### config.mk
export PLATFORM = sky130hd
export DESIGN_NAME = lsu_mem_port
export DESIGN_NICKNAME = d
export VERILOG_FILES = /design/src/rtl/lsu_pkg.sv /design/src/rtl/lsu_load_align.sv /design/src/rtl/lsu_mem_port.sv
export SDC_FILE = /design/constraint.sdc
export NUM_CORES = 1
export LEC_CHECK = 0
export ABC_AREA = 1
export BUFFER_PORTS_ARGS = -buffer_cell sky130_fd_sc_hd__buf_4
export CAP_MARGIN = 5
export CORE_MARGIN = 3
export CORE_UTILIZATION = 51
export DETAILED_ROUTE_END_ITERATION = 6
export PLACE_DENSITY = 0.88
export SYNTH_ARGS = -nofsm -noshare
export SYNTH_HDL_FRONTEND = slang
export SYNTH_HIERARCHICAL = 1
export SYNTH_SLANG_ARGS = --single-unit
### constraint.sdc
create_clock -name clk -period 2.2 [get_ports clk]
set_input_delay 0.44 -clock clk [delete_from_list [all_inputs] [get_ports clk]]
set_output_delay 0.44 -clock clk [all_outputs]
set_load 0.05 [all_outputs]
### src/rtl/lsu_pkg.sv
// Shared constants for the load/store unit: funct3 codes, FSM encoding, byte-lane masks.
package lsu_pkg;

  localparam logic [2:0] F3_B  = 3'd0;
  localparam logic [2:0] F3_H  = 3'd1;
  localparam logic [2:0] F3_W  = 3'd2;
  localparam logic [2:0] F3_BU = 3'd4;
  localparam logic [2:0] F3_HU = 3'd5;

  localparam logic [3:0] MASK_B0 = 4'b0001;
  localparam logic [3:0] MASK_H0 = 4'b0011;
  localparam logic [3:0] MASK_H1 = 4'b1100;
  localparam logic [3:0] MASK_W  = 4'b1111;

  typedef enum logic [2:0] {
    ST_IDLE,
    ST_STORE,
    ST_LOAD_REQ,
    ST_LOAD_DATA,
    ST_ERR
  } lsu_state_e;

endpackage

### src/rtl/lsu_load_align.sv
// Load data extraction: shifts the addressed byte/halfword down and sign/zero-extends it.
module lsu_load_align
  import lsu_pkg::*;
#(
  parameter int XLEN = 32
) (
  input  logic [XLEN-1:0] mem_r_data,
  input  logic [1:0]      off,
  input  logic [2:0]      funct3,
  output logic [XLEN-1:0] rdata
);

  logic [XLEN-1:0] shifted;

  // NOTE: every output of a combinational block is assigned on every path, so no latch is inferred.
  always_comb begin
    shifted = mem_r_data >> {off, 3'b000};
    case (funct3)
      F3_B:    rdata = {{(XLEN-8){shifted[7]}}, shifted[7:0]};
      F3_H:    rdata = {{(XLEN-16){shifted[15]}}, shifted[15:0]};
      F3_BU:   rdata = {{(XLEN-8){1'b0}}, shifted[7:0]};
      F3_HU:   rdata = {{(XLEN-16){1'b0}}, shifted[15:0]};
      default: rdata = shifted;
    endcase
  end

endmodule

### src/rtl/lsu_mem_port.sv
// RV32 load/store unit in front of the word-addressed unified memory.
// Build option LSU_MISALIGN_TRAP_EN: misaligned LW/LH/LHU/SH raise an error instead of force-aligning.
module lsu_mem_port
  import lsu_pkg::*;
#(
  parameter int XLEN      = 32,
  parameter int ADDR_W    = 32,
  parameter int MEM_DEPTH = 1024
) (
  input  logic              clk,
  input  logic              rst_n,
  input  logic              req_valid,
  output logic              req_ready,
  input  logic              req_we,
  input  logic [2:0]        req_funct3,
  input  logic [ADDR_W-1:0] req_addr,
  input  logic [XLEN-1:0]   req_wdata,
  output logic              rsp_valid,
  output logic [XLEN-1:0]   rsp_rdata,
  output logic              rsp_err,
  output logic [XLEN-1:0]   mem_w_data,
  output logic [3:0]        mem_w_mask,
  output logic [ADDR_W-3:0] mem_w_addr,
  output logic [ADDR_W-1:0] mem_r_addr,
  output logic              mem_w_en,
  output logic              mem_r_en,
  input  logic [XLEN-1:0]   mem_r_data
);

  localparam int WIDX_W = ADDR_W - 2;
  localparam logic [WIDX_W-1:0] DEPTH_LIM = WIDX_W'(MEM_DEPTH);

  lsu_state_e        state_q, state_d;
  logic [WIDX_W-1:0] widx_q, widx_d;
  logic [1:0]        off_q, off_d;
  logic [2:0]        funct3_q, funct3_d;
  logic [XLEN-1:0]   w_data_q, w_data_d;
  logic [3:0]        w_mask_q, w_mask_d;
  logic              w_en_q, w_en_d;
  logic              r_en_q, r_en_d;

  logic [WIDX_W-1:0] req_widx;
  logic [1:0]        req_off, eff_off;
  logic              is_word, is_half;
  logic              f3_illegal, range_err, misalign, req_err;
  logic [3:0]        st_mask;
  logic [XLEN-1:0]   st_data;
  logic [XLEN-1:0]   align_rdata;

  // Request decode: legality, effective offset and store lane placement.
  always_comb begin
    req_widx = req_addr[ADDR_W-1:2];
    req_off  = req_addr[1:0];
    is_word  = (req_funct3 == F3_W);
    is_half  = (req_funct3 == F3_H) || (!req_we && req_funct3 == F3_HU);

    if (req_we) f3_illegal = (req_funct3 > F3_W);
    else        f3_illegal = (req_funct3 == 3'd3) || (req_funct3 > F3_HU);
    range_err = (req_widx >= DEPTH_LIM);

`ifdef LSU_MISALIGN_TRAP_EN
    misalign = (is_word && req_off != 2'b00) || (is_half && req_off[0]);
    eff_off  = req_off;
`else
    misalign = 1'b0;
    eff_off  = req_off;
    if (is_word)      eff_off = 2'b00;
    else if (is_half) eff_off[0] = 1'b0;
`endif

    req_err = f3_illegal || range_err || misalign;

    case (req_funct3)
      F3_B: begin
        st_mask = MASK_B0 << eff_off;
        st_data = {4{req_wdata[7:0]}};
      end
      F3_H: begin
        st_mask = eff_off[1] ? MASK_H1 : MASK_H0;
        st_data = {2{req_wdata[15:0]}};
      end
      default: begin
        st_mask = MASK_W;
        st_data = req_wdata;
      end
    endcase
  end

  // Next-state logic; memory-side controls are computed here and registered.
  always_comb begin
    state_d  = state_q;
    widx_d   = widx_q;
    off_d    = off_q;
    funct3_d = funct3_q;
    w_data_d = w_data_q;
    w_mask_d = w_mask_q;
    w_en_d   = 1'b0;
    r_en_d   = 1'b0;

    case (state_q)
      ST_IDLE: begin
        if (req_valid) begin
          widx_d   = req_widx;
          off_d    = eff_off;
          funct3_d = req_funct3;
          if (req_err) begin
            state_d = ST_ERR;
          end else if (req_we) begin
            state_d  = ST_STORE;
            w_en_d   = 1'b1;
            w_data_d = st_data;
            w_mask_d = st_mask;
          end else begin
            state_d = ST_LOAD_REQ;
            r_en_d  = 1'b1;
          end
        end
      end
      ST_LOAD_REQ:  state_d = ST_LOAD_DATA;
      ST_STORE,
      ST_LOAD_DATA,
      ST_ERR:       state_d = ST_IDLE;
      default:      state_d = ST_IDLE;
    endcase
  end

  // NOTE: all state uses non-blocking assignment and an async reset, so enables drop the moment rst_n falls.
  always_ff @(posedge clk or negedge rst_n) begin
    if (!rst_n) begin
      state_q  <= ST_IDLE;
      widx_q   <= '0;
      off_q    <= '0;
      funct3_q <= '0;
      w_data_q <= '0;
      w_mask_q <= '0;
      w_en_q   <= 1'b0;
      r_en_q   <= 1'b0;
    end else begin
      state_q  <= state_d;
      widx_q   <= widx_d;
      off_q    <= off_d;
      funct3_q <= funct3_d;
      w_data_q <= w_data_d;
      w_mask_q <= w_mask_d;
      w_en_q   <= w_en_d;
      r_en_q   <= r_en_d;
    end
  end

  lsu_load_align #(.XLEN(XLEN)) u_load_align (
    .mem_r_data (mem_r_data),
    .off        (off_q),
    .funct3     (funct3_q),
    .rdata      (align_rdata)
  );

  assign req_ready  = (state_q == ST_IDLE);
  assign rsp_valid  = (state_q == ST_STORE) || (state_q == ST_LOAD_DATA) || (state_q == ST_ERR);
  assign rsp_err    = (state_q == ST_ERR);
  assign rsp_rdata  = (state_q == ST_LOAD_DATA) ? align_rdata : '0;
  assign mem_w_en   = w_en_q;
  assign mem_r_en   = r_en_q;
  assign mem_w_data = w_data_q;
  assign mem_w_mask = w_mask_q;
  assign mem_w_addr = widx_q;
  assign mem_r_addr = {2'b00, widx_q};

endmodule

### Yosys cells after proc, flatten, opt, wreduce, memory -nomap -nowiden

Cells that the tools add are included.

| storage, ports and cells | value |
|---|---|
| word-level logic and storage cells | 59 |
| register bits | 76 |
| input port bits | 103 |
| output and inout bits | 135 |

| operators by class | value |
|---|---|
| magnitude comparators | 3 |
| bitwise logic cells | 1 |
| mux-type cells | 21 |
| shifts and indexed selects | 2 |
| reductions and logical operators | 12 |
| equality and inequality tests | 12 |

Operators with widths:

| operator | count |
|---|---|
| 32-bit case mux with 4 select lines | 1 |
| 32-bit case mux with 2 select lines | 1 |
| 32-bit two-way mux | 1 |
| 32-bit by 5-bit >> shifter with 32-bit output | 1 |
| 30-bit by 11-bit >= comparator with 1-bit output (second input constant) | 1 |
| 3-bit by 2-bit equality test with 1-bit output (second input constant) | 4 |
| 3-bit equality test (second input constant) | 4 |
| 1-bit two-way mux | 12 |
| 3-bit by 1-bit equality test with 1-bit output (second input constant) | 3 |
| 3-bit zero test | 3 |
| 4-bit case mux with 2 select lines | 1 |
| 3-bit two-way mux | 2 |
| 3-bit case mux with 2 select lines | 1 |
| 1-bit logical OR | 5 |
| 4-bit two-way mux | 1 |
| 4-bit AND reduction | 1 |
| 1-bit by 2-bit left shift with 4-bit output (first input constant) | 1 |
| 3-bit by 2-bit greater-than comparator with 1-bit output (second input constant) | 1 |
| 3-bit greater-than comparator (second input constant) | 1 |
| 2-bit two-way mux | 1 |
| 2-bit inequality test (second input constant) | 1 |
| 2-bit AND reduction | 1 |
| 1-bit logical AND | 1 |
| 1-bit zero test | 1 |
| 1-bit inverter | 1 |

### Depth between registers and ports, before layout

| depth | value |
|---|---|
| depth after elaboration | 7 |
| gate-level depth with buffers | 10 |
| gate-level depth less buffers | 8 |

### Modules after synthesis

The synthesis kept the hierarchy.

Modules (own cells, without submodules):

| module | cells each | instances | area each (µm²) | seq. area each (µm²) |
|---|---|---|---|---|
| lsu_mem_port | 556 | 1 | 4072.7 | 1901.8 |
| lsu_load_align | 158 | 1 | 920.9 | 0.0 |

### Worst setup path before layout

Ideal clock, no wire load.

| timing | value |
|---|---|
| kind | flip-flop to output port |
| from | reg state_q[0] |
| to | out rsp_valid |
| slack | -15 ps |
| stages on the path, launching flop included | 3 |
| arrival time | 1775 ps |
| buffers on the path | 0 |
| required time | 1760 ps |
| cell sequence | dfrtp_1 > or2_2 > o21ai_0 |

| on the way | value |
|---|---|
| longest elaborated chain between the ends | 3 |

Ends and longest elaborated chain:

| what | RTL line | RTL |
|---|---|---|
| from (decl) | lsu_mem_port.sv:33 | `lsu_state_e state_q, state_d;` |
| from (signal assigned) | lsu_mem_port.sv:139 | `state_q <= state_d;` |
| 3-bit by 1-bit equality test with 1-bit output / 3-bit by 2-bit equality test with 1-bit output (equally long branches) | lsu_mem_port.sv:158 | `assign rsp_valid = (state_q == ST_STORE) \|\| (state_q == ST_LOAD_DATA) \|\| (state_q == ST_ERR);` |
| 1-bit logical OR | lsu_mem_port.sv:158 |  |
| 1-bit logical OR (*) | lsu_mem_port.sv:158 |  |
| to (decl) | lsu_mem_port.sv:18 | `output logic rsp_valid,` |

Every way passes the cells marked *; elsewhere a longest branch is shown, timed or not.

### Worst setup path after layout

| timing | value |
|---|---|
| from | reg off_q[0] |
| to | out rsp_rdata[6] |

| on the way | value |
|---|---|
| longest elaborated chain between the ends | 3 |

Ends and longest elaborated chain:

| what | RTL line | RTL |
|---|---|---|
| from (decl) | lsu_mem_port.sv:35 | `logic [1:0] off_q, off_d;` |
| from (signal assigned) | lsu_mem_port.sv:132 | `off_q <= '0;` |
| from (signal assigned) | lsu_mem_port.sv:141 | `off_q <= off_d;` |
| 32-bit by 5-bit >> shifter with 32-bit output | lsu_load_align.sv:17 | `shifted = mem_r_data >> {off, 3'b000};` |
| 32-bit case mux with 4 select lines | lsu_load_align.sv:18 | `case (funct3)` |
| named net align_rdata[6] | lsu_mem_port.sv:48 | `logic [XLEN-1:0] align_rdata;` |
| 32-bit two-way mux | lsu_mem_port.sv:160 | `assign rsp_rdata = (state_q == ST_LOAD_DATA) ? align_rdata : '0;` |
| to (decl) | lsu_mem_port.sv:19 | `output logic [XLEN-1:0] rsp_rdata,` |

The timed path passes the listed nets, and every way through them passes these cells.

==> flow_summary.toml <==
[status]
status = "finished, violations left"
violations = "setup timing"

[grt]
antenna_found_initial = 0
grt_pass1_wl_mm = 26.1
grt.total_usage_pct = 29.1
grt_max_degree = 47
grt.overflow.total = 0
grt_pass1_vias = 5297

[layout]
final_cells = 1050
antenna_cells = 0
drive_gt1_share_pct = 36.8
fillers = 757
area_growth_pct = 42.2
multiInputGateArea_sq_um = 2460
utilization_pct = 75.8
final-seq-area_sq_um = 1900
final_nets = 1019

[synthesis]
yosysTopAreaCellShare_pct = 38.1
synth_edf_count = 0
synthesis.area_sq_um = 4990
syn_area_per_cell_sq_um = 6.99
synthFlopType = "dfrtp_1"
syn_inst = 714
seq_area_frac_synth_pct = 38.1
yosysMostFrequentCell = "nand2_1"
synth_seq_cells = 76
yosys-top-cells-area = "dfrtp_1 38%, nand2_1 22%, buf_4 5.7%"
synth-async-reset-ratio_pct = 100
yosysTopAreaCell = "dfrtp_1"
yosys_warnings = 6
ys_types = 30
synth_common_cells = "297 x nand2_1, 76 x dfrtp_1, 59 x nor2_1"

[sta]
worst_slack_ns = -0.0398
fin_crit_sh_pct = 102
tightest_slew_ns = 0.685
setup_viol = 13
relSlewSlack_pct = 54.3
skew_ns = 0.00693
drv_slew = 0
fmax_mhz = 446
hold_ws_ns = 0.0161
rsz0062_at_grt = "true"
tns_ns = -0.217
hold_viol_final = 0
period_minus_slack_ns = 2.24

[floorplanning]
die_x_microns = 105
die_h_microns = 105
core-area_sq_um = 9370
dieArea_sq_um = 11000
row_count = 35
io_pins = 238
initial_core_util_pct = 53.3

[detailed_routing]
vias_per_cell = 5.26
drc = 0
vias = 5524
dr.first_iter.drc_count = 395
first_pass_iters = 5
drtAntennaViolNets = 0
avgRoutedWirePerCell_microns = 15.6
routed_wl_mm = 16.4

[placed_design]
io_buffers = 235
place_ws_ns = 0.155
placedCellCount = 1018
dpl.hpwl_mm = 12.0
gp_congestion = 0.935

[setup_path]
reg2reg_from = "state_q[0]"
cp-startpoint = "off_q[0]"
arrival_ns = 1.80
start_kind = "flip-flop"
required_ns = 1.76
path_cells = "buf_12, nand2_1, o21ai_0, a22oi_1, inv_1, nor2_1, buf_4"
crit_path_top_delay_cell = "dfrtp_2"
crit_type = "flip-flop to output port"
crit_path_end_kind = "output port"
max_stage_delay_ns = 0.49
crit_fanout = 32

[clocking]
clock_sinks = 76
cts_buffers = 9
cts.clk_slew.worst_paths_ns = 0.08
cts_tree = "yes"
cts_hold_buf = 0
htree_num_levels = 3
insertion_delay_ns = 0.34
root_buffer = "clkbuf_8"
clk_path_buf_depth = 2

[hold_path]
hold_path_class = "primary input to async pin"

[power_and_ir_drop]
ir_drop_v = 0.000503
power.density_nw_per_um2 = 632
p_leak_nw = 4.08

[job]
drv_cap = 0
==> state kept, by name, summed over array words and instances (netlist names) <==
signal / flops
mem_r_en: 1
mem_w_mask: 4
mem_w_data: 32
mem_w_en: 1
mem_w_addr: 30
off_q: 2
funct3_q: 3
state_q: 3
==> area by class of cell <==
type / instances / share of cell area [%]
Clock inverter: 5 / 0.828
Tap cell: 129 / 2.27
Multi-Input combinational cell: 510 / 34.7
Clock buffer: 11 / 1.99
Sequential cell: 76 / 26.8
Inverter: 58 / 3.24
Timing Repair Buffer: 261 / 30.2
==> metrics by stage <==
stage / instance area, sq um / power (mW)
2_1_floorplan: 5000 / 2.82
4_1_cts: 6970 / 4.45
3_5_place_dp: 6550 / 3.30
5_1_grt: 7100 / 4.70
6_report: 7100 / 4.49
3_3_place_gp: 6550 / 3.28
==> layer usage <==
metal  vias up  routed length, microns  track usage [%]
li1       2635                       -                -
met1      2551                    6530             37.0
met2       293                    7910             47.8
met3        45                    1480             7.84
met4         0                     499             9.93
met5         -                       0                0
==> report_power, final <==
part | internal [mW] | switching, mW
logic | 0.628 | 1.20
clock network | 0.558 | 0.529
registers | 1.48 | 0.0909
==> critical path: cells and delay by family, from the launching register on <==
| kind | cells | cell delay, ns |
|---|---|---|
| DFF | 1 | 0.49 |
| buffers and inverters | 3 | 0.45 |
| AOI/OAI and AO/OA | 2 | 0.30 |
| and+or+nand+nor | 2 | 0.21 |
==> cells in the final DEF (no fill, tap or decap), types with 9 or more instances in the layout <==
| cell | count |
|---|---|
| buf_4 | 224 |
| dfrtp_1 | 74 |
| o211ai_1 | 14 |
| nor2_1 | 51 |
| clkbuf_8 | 10 |
| nand4_1 | 38 |
| a21oi_1 | 9 |
| nor2_2 | 10 |
| nand3_1 | 30 |
| nand3_2 | 18 |
| nand2_1 | 293 |
| inv_1 | 50 |
| buf_6 | 32 |
==> cells by family after synthesis <==
kind of cell | Yosys count | share of synthesized area [%]
and+or+nand+nor | 462 | 41.4
other | 1 | 0.0751
AOI/OAI and AO/OA | 44 | 5.51
DFF | 76 | 38.1
buffers and inverters | 131 | 14.9
==> what timing repair did <==
| action | CTS | global route |
|---|---|---|
| setup endpoints to repair | 31 | 31 |
| gates resized for setup | 27 | 35 |
| setup buffers | 12 | 2 |
| hold endpoints to repair | 0 | 0 |
| pin swaps | 16 | 4 |
| gates cloned | 2 | 0 |
==> path summary, 6_finish.rpt <==
check / slack, ns / cells past startpoint / end
setup / recovery: -0.04 / 7 / rsp_rdata[6]
hold / removal: 0.02 / 1 / mem_w_data[14]
setup reg to reg: 0.40 / 6 / off_q[0]
hold reg to reg: 0.48 / 2 / mem_w_data[23]
max in group asynchronous: 1.58 / 2 / mem_w_addr[22]
min in group clk: 0.29 / 3 / mem_w_addr[6]
Note: power is estimated with default switching activity, not from simulation.
